**src/rtl/draw_arbiter.sv**
```systemverilog
// ---------------------------------------------------------------------------
// draw_arbiter
//
// Round-robin arbiter that shares one VGA pixel-write port between four
// drawing engines (ball, bottom paddle, top paddle, score). A requester holds
// req high until it is granted; while granted, its coordinates, colour and
// write enable are steered straight through to the VGA port. The grant ends
// when the requester strobes done on its last pixel or drops req (abort).
// Every grant is followed by a one-cycle GAP so that grants are always at
// least two cycles apart.
//
// Optional feature (compile-time macro DRAW_ARBITER_TIMEOUT_EN):
//   A per-grant cycle counter forces release of a grant that has lasted
//   TIMEOUT_CYCLES cycles without done/abort, and pulses timeout_flag.
//   With the macro undefined no counter exists and timeout_flag is tied 0.
//
// Parameters
//   TIMEOUT_CYCLES  max GRANT-state cycles per grant (2..255), used only when
//                   the timeout feature is compiled in.
//
// Ports
//   clk           system clock, all state changes on its rising edge
//   resetn        synchronous active-low reset
//   req[3:0]      per-requester request level (0 ball, 1 bottom paddle,
//                 2 top paddle, 3 score)
//   done[3:0]     per-requester last-pixel strobe (granted requester only)
//   we[3:0]       per-requester pixel write enable
//   x_in[31:0]    four packed 8-bit x coordinates, requester k at [8k+7:8k]
//   y_in[27:0]    four packed 7-bit y coordinates, requester k at [7k+6:7k]
//   color_in[11:0] four packed 3-bit colours, requester k at [3k+2:3k]
//   gnt[3:0]      registered one-hot grant, all-zero when nothing granted
//   x_out[7:0]    VGA x of the granted requester, 0 otherwise
//   y_out[6:0]    VGA y of the granted requester, 0 otherwise
//   color_out[2:0] VGA colour of the granted requester, 0 otherwise
//   writeEn       VGA plot strobe
//   busy          high while in GRANT or GAP
//   timeout_flag  one-cycle pulse on the cycle a grant is forcibly released
// ---------------------------------------------------------------------------
module draw_arbiter #(
    parameter int unsigned TIMEOUT_CYCLES = 64
) (
    input  logic        clk,
    input  logic        resetn,
    input  logic [3:0]  req,
    input  logic [3:0]  done,
    input  logic [3:0]  we,
    input  logic [31:0] x_in,
    input  logic [27:0] y_in,
    input  logic [11:0] color_in,
    output logic [3:0]  gnt,
    output logic [7:0]  x_out,
    output logic [6:0]  y_out,
    output logic [2:0]  color_out,
    output logic        writeEn,
    output logic        busy,
    output logic        timeout_flag
);

    // Elaboration-time guard: the counter is 8 bits wide and a limit below 2
    // would release a grant before its first pixel could be drawn.
    if (TIMEOUT_CYCLES < 2 || TIMEOUT_CYCLES > 255) begin : g_bad_timeout
        $error("draw_arbiter: TIMEOUT_CYCLES must be in 2..255");
    end

    typedef enum logic [1:0] {
        ST_IDLE  = 2'd0,
        ST_GRANT = 2'd1,
        ST_GAP   = 2'd2
    } state_t;

    state_t     state;
    logic [1:0] ptr;        // round-robin search start
    logic [1:0] g_idx;      // index of the current / last granted requester

    // -----------------------------------------------------------------------
    // Unpack the per-requester buses so the output mux is a plain array index.
    // -----------------------------------------------------------------------
    logic [7:0] x_arr     [4];
    logic [6:0] y_arr     [4];
    logic [2:0] color_arr [4];

    for (genvar k = 0; k < 4; k++) begin : g_unpack
        assign x_arr[k]     = x_in[8*k +: 8];
        assign y_arr[k]     = y_in[7*k +: 7];
        assign color_arr[k] = color_in[3*k +: 3];
    end

    // First set bit of r at or above p, wrapping 3 -> 0. Only meaningful when
    // r is non-zero; the caller checks that.
    function automatic logic [1:0] rr_pick(input logic [3:0] r, input logic [1:0] p);
        logic [1:0] idx;
        logic [1:0] pick;
        logic       found;
        pick  = p;
        found = 1'b0;
        for (int k = 0; k < 4; k++) begin
            idx = p + 2'(k);    // 2-bit add wraps naturally
            if (!found && r[idx]) begin
                pick  = idx;
                found = 1'b1;
            end
        end
        return pick;
    endfunction

    logic [1:0] next_pick;
    assign next_pick = rr_pick(req, ptr);

    // -----------------------------------------------------------------------
    // Grant-cycle decode
    // -----------------------------------------------------------------------
    logic in_grant;
    logic req_g;
    logic done_g;
    logic we_g;
    logic timeout_hit;      // counter at its limit this GRANT cycle
    logic release_grant;    // grant ends at the coming edge

    assign in_grant = (state == ST_GRANT);
    assign req_g    = req[g_idx];
    assign done_g   = done[g_idx];
    assign we_g     = we[g_idx];

`ifdef DRAW_ARBITER_TIMEOUT_EN
    logic [7:0] grant_cnt;

    assign timeout_hit = in_grant && (grant_cnt == 8'(TIMEOUT_CYCLES - 1));

    // The counter is held at zero outside GRANT, which is the same as
    // clearing it on entry because GRANT is only ever entered from IDLE.
    always_ff @(posedge clk) begin
        if (!resetn) begin
            grant_cnt <= '0;
        end else if (in_grant) begin
            grant_cnt <= grant_cnt + 8'd1;
        end else begin
            grant_cnt <= '0;
        end
    end
`else
    assign timeout_hit = 1'b0;
`endif

    assign release_grant = in_grant && (done_g || !req_g || timeout_hit);

    // A forced release only counts as a timeout when neither done nor an
    // abort would have ended the grant on the same cycle.
    assign timeout_flag = timeout_hit && req_g && !done_g;

    // -----------------------------------------------------------------------
    // Pixel port steering. done keeps the last pixel; abort and timeout
    // suppress the pixel on the releasing cycle.
    // -----------------------------------------------------------------------
    always_comb begin
        // NOTE: every output gets a default first so no path leaves it
        // unassigned, otherwise synthesis would infer a latch.
        x_out     = '0;
        y_out     = '0;
        color_out = '0;
        writeEn   = 1'b0;
        if (in_grant) begin
            x_out     = x_arr[g_idx];
            y_out     = y_arr[g_idx];
            color_out = color_arr[g_idx];
            writeEn   = we_g && (done_g || (req_g && !timeout_hit));
        end
    end

    assign busy = (state != ST_IDLE);

    // -----------------------------------------------------------------------
    // Arbitration FSM. gnt is registered and is non-zero exactly in GRANT.
    // -----------------------------------------------------------------------
    always_ff @(posedge clk) begin
        // NOTE: state is updated with non-blocking assignments so every
        // register samples the pre-edge values regardless of statement order.
        if (!resetn) begin
            state <= ST_IDLE;
            ptr   <= 2'd0;
            g_idx <= 2'd0;
            gnt   <= 4'b0000;
        end else begin
            case (state)
                ST_IDLE: begin
                    if (|req) begin
                        g_idx <= next_pick;
                        gnt   <= 4'b0001 << next_pick;
                        state <= ST_GRANT;
                    end
                end
                ST_GRANT: begin
                    if (release_grant) begin
                        gnt   <= 4'b0000;
                        ptr   <= g_idx + 2'd1;
                        state <= ST_GAP;
                    end
                end
                ST_GAP: begin
                    state <= ST_IDLE;
                end
                default: begin
                    gnt   <= 4'b0000;
                    state <= ST_IDLE;
                end
            endcase
        end
    end

endmodule

```
**config.mk**
```make
export PLATFORM = sky130hd
export DESIGN_NAME = draw_arbiter
export DESIGN_NICKNAME = d
export VERILOG_FILES = /design/src/rtl/draw_arbiter.sv
export SDC_FILE = /design/constraint.sdc
export NUM_CORES = 1
export LEC_CHECK = 0
export ABC_AREA = 1
export CORE_MARGIN = 8
export CORE_UTILIZATION = 30
export DETAILED_ROUTE_END_ITERATION = 8
export PLACE_DENSITY = 0.8
export SYNTH_ARGS = -nofsm -noshare
export SYNTH_HDL_FRONTEND = slang
export SYNTH_SLANG_ARGS = --single-unit
```
**constraint.sdc**
```tcl
create_clock -name clk -period 4.2 [get_ports clk]
set_input_delay 0.84 -clock clk [delete_from_list [all_inputs] [get_ports clk]]
set_output_delay 0.84 -clock clk [all_outputs]
set_load 0.005 [all_outputs]
```
==> metrics.md <==
| Metric | Value |
|---|---|
| Met1 GRT Util | `0.1730` |
| Setup Buffers After CTS | `0` |
| Library cells used by synthesis | `27` |
| Xor/xnor share of the synthesized area | `0.005927` |
| Hold_ws | `0.4664 ns` |
| Final WL | `between 6000 and 7000 um` |
| Met2 Usage GRT | `0.2967` |
| Layout cells sized above 1 | `0.08763` |
| Die footprint | `roughly 0.0074 mm^2` |
| Vias | `2,220` |
| Grt met3 use | `0.07940` |
| Post-Synthesis Cell Area | `about 0.0015 mm^2` |
| Area growth syn-to-layout | `78.75%` |
| Period utilization | `0.7970` |
| Worst Path Required | `3.36 ns` |
| Port bufs | `109` |
| Area share of and/or/nand/nor cells after synthesis | `0.4903` |
| CTS H-tree depth | `1` |
| Syn_nets | `approximately 380` |
| GRT Total Usage | `0.1679` |
| Register area share after synthesis | `0.1355` |
| Largest family of logic cells by synthesized area | `simple AND/OR/NAND/NOR gates` |
| Crit path kind | `input port to output pin` |
| Post-synth ARST share | `0` |
| Register bit count reported by yosys | `10` |
| Placed wire-length estimate | `about 5000 um` |
| Detail Route Antenna Nets | `0` |
| WP buf/inv | `3` |
| Maximum VDD drop | `approximately 280 uV` |
| Ys flop type | `dfxtp_1` |
| IO Pins | `about 110` |
| CP delay by family, top | `buffers and inverters` |
| Complex-gate fraction of the synthesized area | `0.2659` |
| Fill count | `469` |
| Sequence of cells on the critical path | `clkdlybuf4s50_1 > inv_1 > a21oi_1 > o21ai_0 > nand2_1 > o21ai_0 > nor2_1 > clkdlybuf4s50_1` |
| Final-report max-slew violation count | `0` |
| Drt pass-1 iters | `4` |
| Class of the worst hold path | `flop to flop` |
| Warnings, synthesis | `0` |
| CTS buffer count | `3` |
| Max Cap Violations | `0` |
| Global-route wire length before repair | `a little over 10,000 um` |
| Final Hold Viols | `0` |
| Peak Freq | `0.2988 GHz` |
| RSZ-0062 raised after global routing | `false` |
| Slew @ Worst Pin | `between 0.6 and 0.7 ns` |
| Crit-path max cell delay | `between 0.5 and 0.6 ns` |
| Post-synthesis adder-cell area fraction | `0` |
| Initial DRC count | `136` |
| Setup crit end kind | `output pin` |
| Mapped Cells | `290` |
| Largest net degree at the start of global routing | `45` |
| Vias/cell | `4.879` |
| Mean Syn Cell Area | `approximately 5.1 um^2` |
| # setup viols final | `0` |
| EDFF count, synth | `0` |
| Antenna diode count | `0` |
| Worst EP arrival | `roughly 2.5 ns` |
| Root Buffer | `clkbuf_8` |
| Routed WL per cell | `between 10 and 15 um` |
| Min Tclk post-route | `roughly 3.3 ns` |
| Rows | `25` |
| Core Region | `approximately 0.0047 mm^2` |
| Post-CTS sizing | `0` |
| Clock buffer depth | `2` |
| Die width | `between 80 and 90 um` |
| Residual DRC count | `0` |
| Post-synthesis mux area share | `0` |
| Latest clock arrival within the worst-skew pair | `0.23 ns` |
| # hold bufs at CTS | `0` |
| Setup_tns | `0 ns` |
| Status | `complete, no violations` |
| Antenna violations before repair | `0` |
| CTS tree | `yes` |
| Rel. slew slack | `0.5728` |
| Fin nets | `~480` |
| Grt peak-use layer | `met2` |
| Starting density of the core | `0.3128` |
| Placer Congestion | `roughly 0.84` |
| Slowest-stage cell, CP | `clkdlybuf4s50_1` |
| Die Span Y | `86.18 um` |
| Pwr/cell area | `just over 500 mW/mm^2` |
| Pleak | `around 1.1 nW` |
| Crit-path max FO | `3` |
| Worst Skew | `0.0009383 ns` |
| Clock transition at path regs | `~0.050 ns` |
| Startpoint Class | `input port` |
| Clock sink total | `10` |
| GRT overflow | `0` |
| Vias in the first global route | `2,235` |
-- Yosys cell counts (2+ instances only) --
master | number | share of area
nand2_4 | 3 | 0.023
nor2_1 | 84 | 0.21
buf_2 | 5 | 0.017
nand3_1 | 8 | 0.027
nand4_1 | 2 | 0.0085
clkbuf_1 | 9 | 0.023
dfxtp_1 | 10 | 0.14
nand3_2 | 2 | 0.014
nand2_1 | 51 | 0.13
inv_2 | 4 | 0.010
inv_1 | 11 | 0.028
o21ai_0 | 42 | 0.14
a21oi_1 | 28 | 0.095
o21ai_1 | 4 | 0.014
nand2_2 | 15 | 0.064
-- final cells by class --
cell class | instances | area, um^2 | share of cell area
multi-input combinational | 246 | 1130 | 0.4278
inverter | 17 | 66.31 | 0.02511
timing repair buffer | 111 | 1106 | 0.4188
sequential | 10 | 200.2 | 0.07579
clock buffer | 4 | 55.05 | 0.02084
tap | 67 | 83.83 | 0.03174
-- registers in the layout, indices dropped and copies added, names as in the netlist --
name / count
g_idx: 2
state: 2
ptr: 2
gnt: 4
-- routing by layer --
layer	vias to the layer above	routed length (um)
li1	1126	-
met1	989	2261
met2	92	3074
met3	13	757
met4	0	116
met5	-	0
-- worst min-delay path, cell delays in order (launching register included) --
cell	delay, ns
dfxtp_1	0.30
nand2_1	0.06
a21oi_1	0.06
-- path summary, 6_finish.rpt --
kind,from,end,cells past startpoint,slack (ns)
worst max-delay path,req[1],writeEn,8,0.85
worst min-delay path,gnt[3],gnt[3],2,0.47
worst min register to register,gnt[3],gnt[3],2,0.47
worst max register to register,g_idx[1],gnt[1],10,2.16
-- placed cells by master (no fill, tap or decap), drive strengths merged --
master,count
o22ai,1
nor2,86
dfxtp,10
a21oi,29
o21ai,46
clkbuf,4
conb,1
o21a,1
buf,2
clkdlybuf4s50,109
nand4,2
inv,16
nand2,69
nand3,10
xor2,1
clkinv,1
-- per-stage QoR --
step,area (um^2),power (mW),utilization,setup WS [ns],std cells
2_1_floorplan,1478,0.8557,-,2.048,290
3_3_place_gp,2586,1.211,0.5476,0.8586,451
3_5_place_dp,2586,1.232,0.5476,0.8557,451
4_1_cts,2641,1.356,0.5592,0.8534,455
5_1_grt,2641,1.500,0.5592,0.6069,455
6_report,2641,1.339,0.5592,0.8528,455
-- power breakdown --
group          total, mW  internal [mW]  switching, mW
clock network      0.119         0.0823         0.0368
logic               1.05          0.451          0.604
registers          0.165          0.132         0.0330
-- cells by family after synthesis --
group	after synthesis
other	1
AOI/OAI and AO/OA	77
buffers and inverters	34
DFF	10
xor gates and xnor gates	1
and+or+nand+nor	167
(Power assumes the default switching activity.)
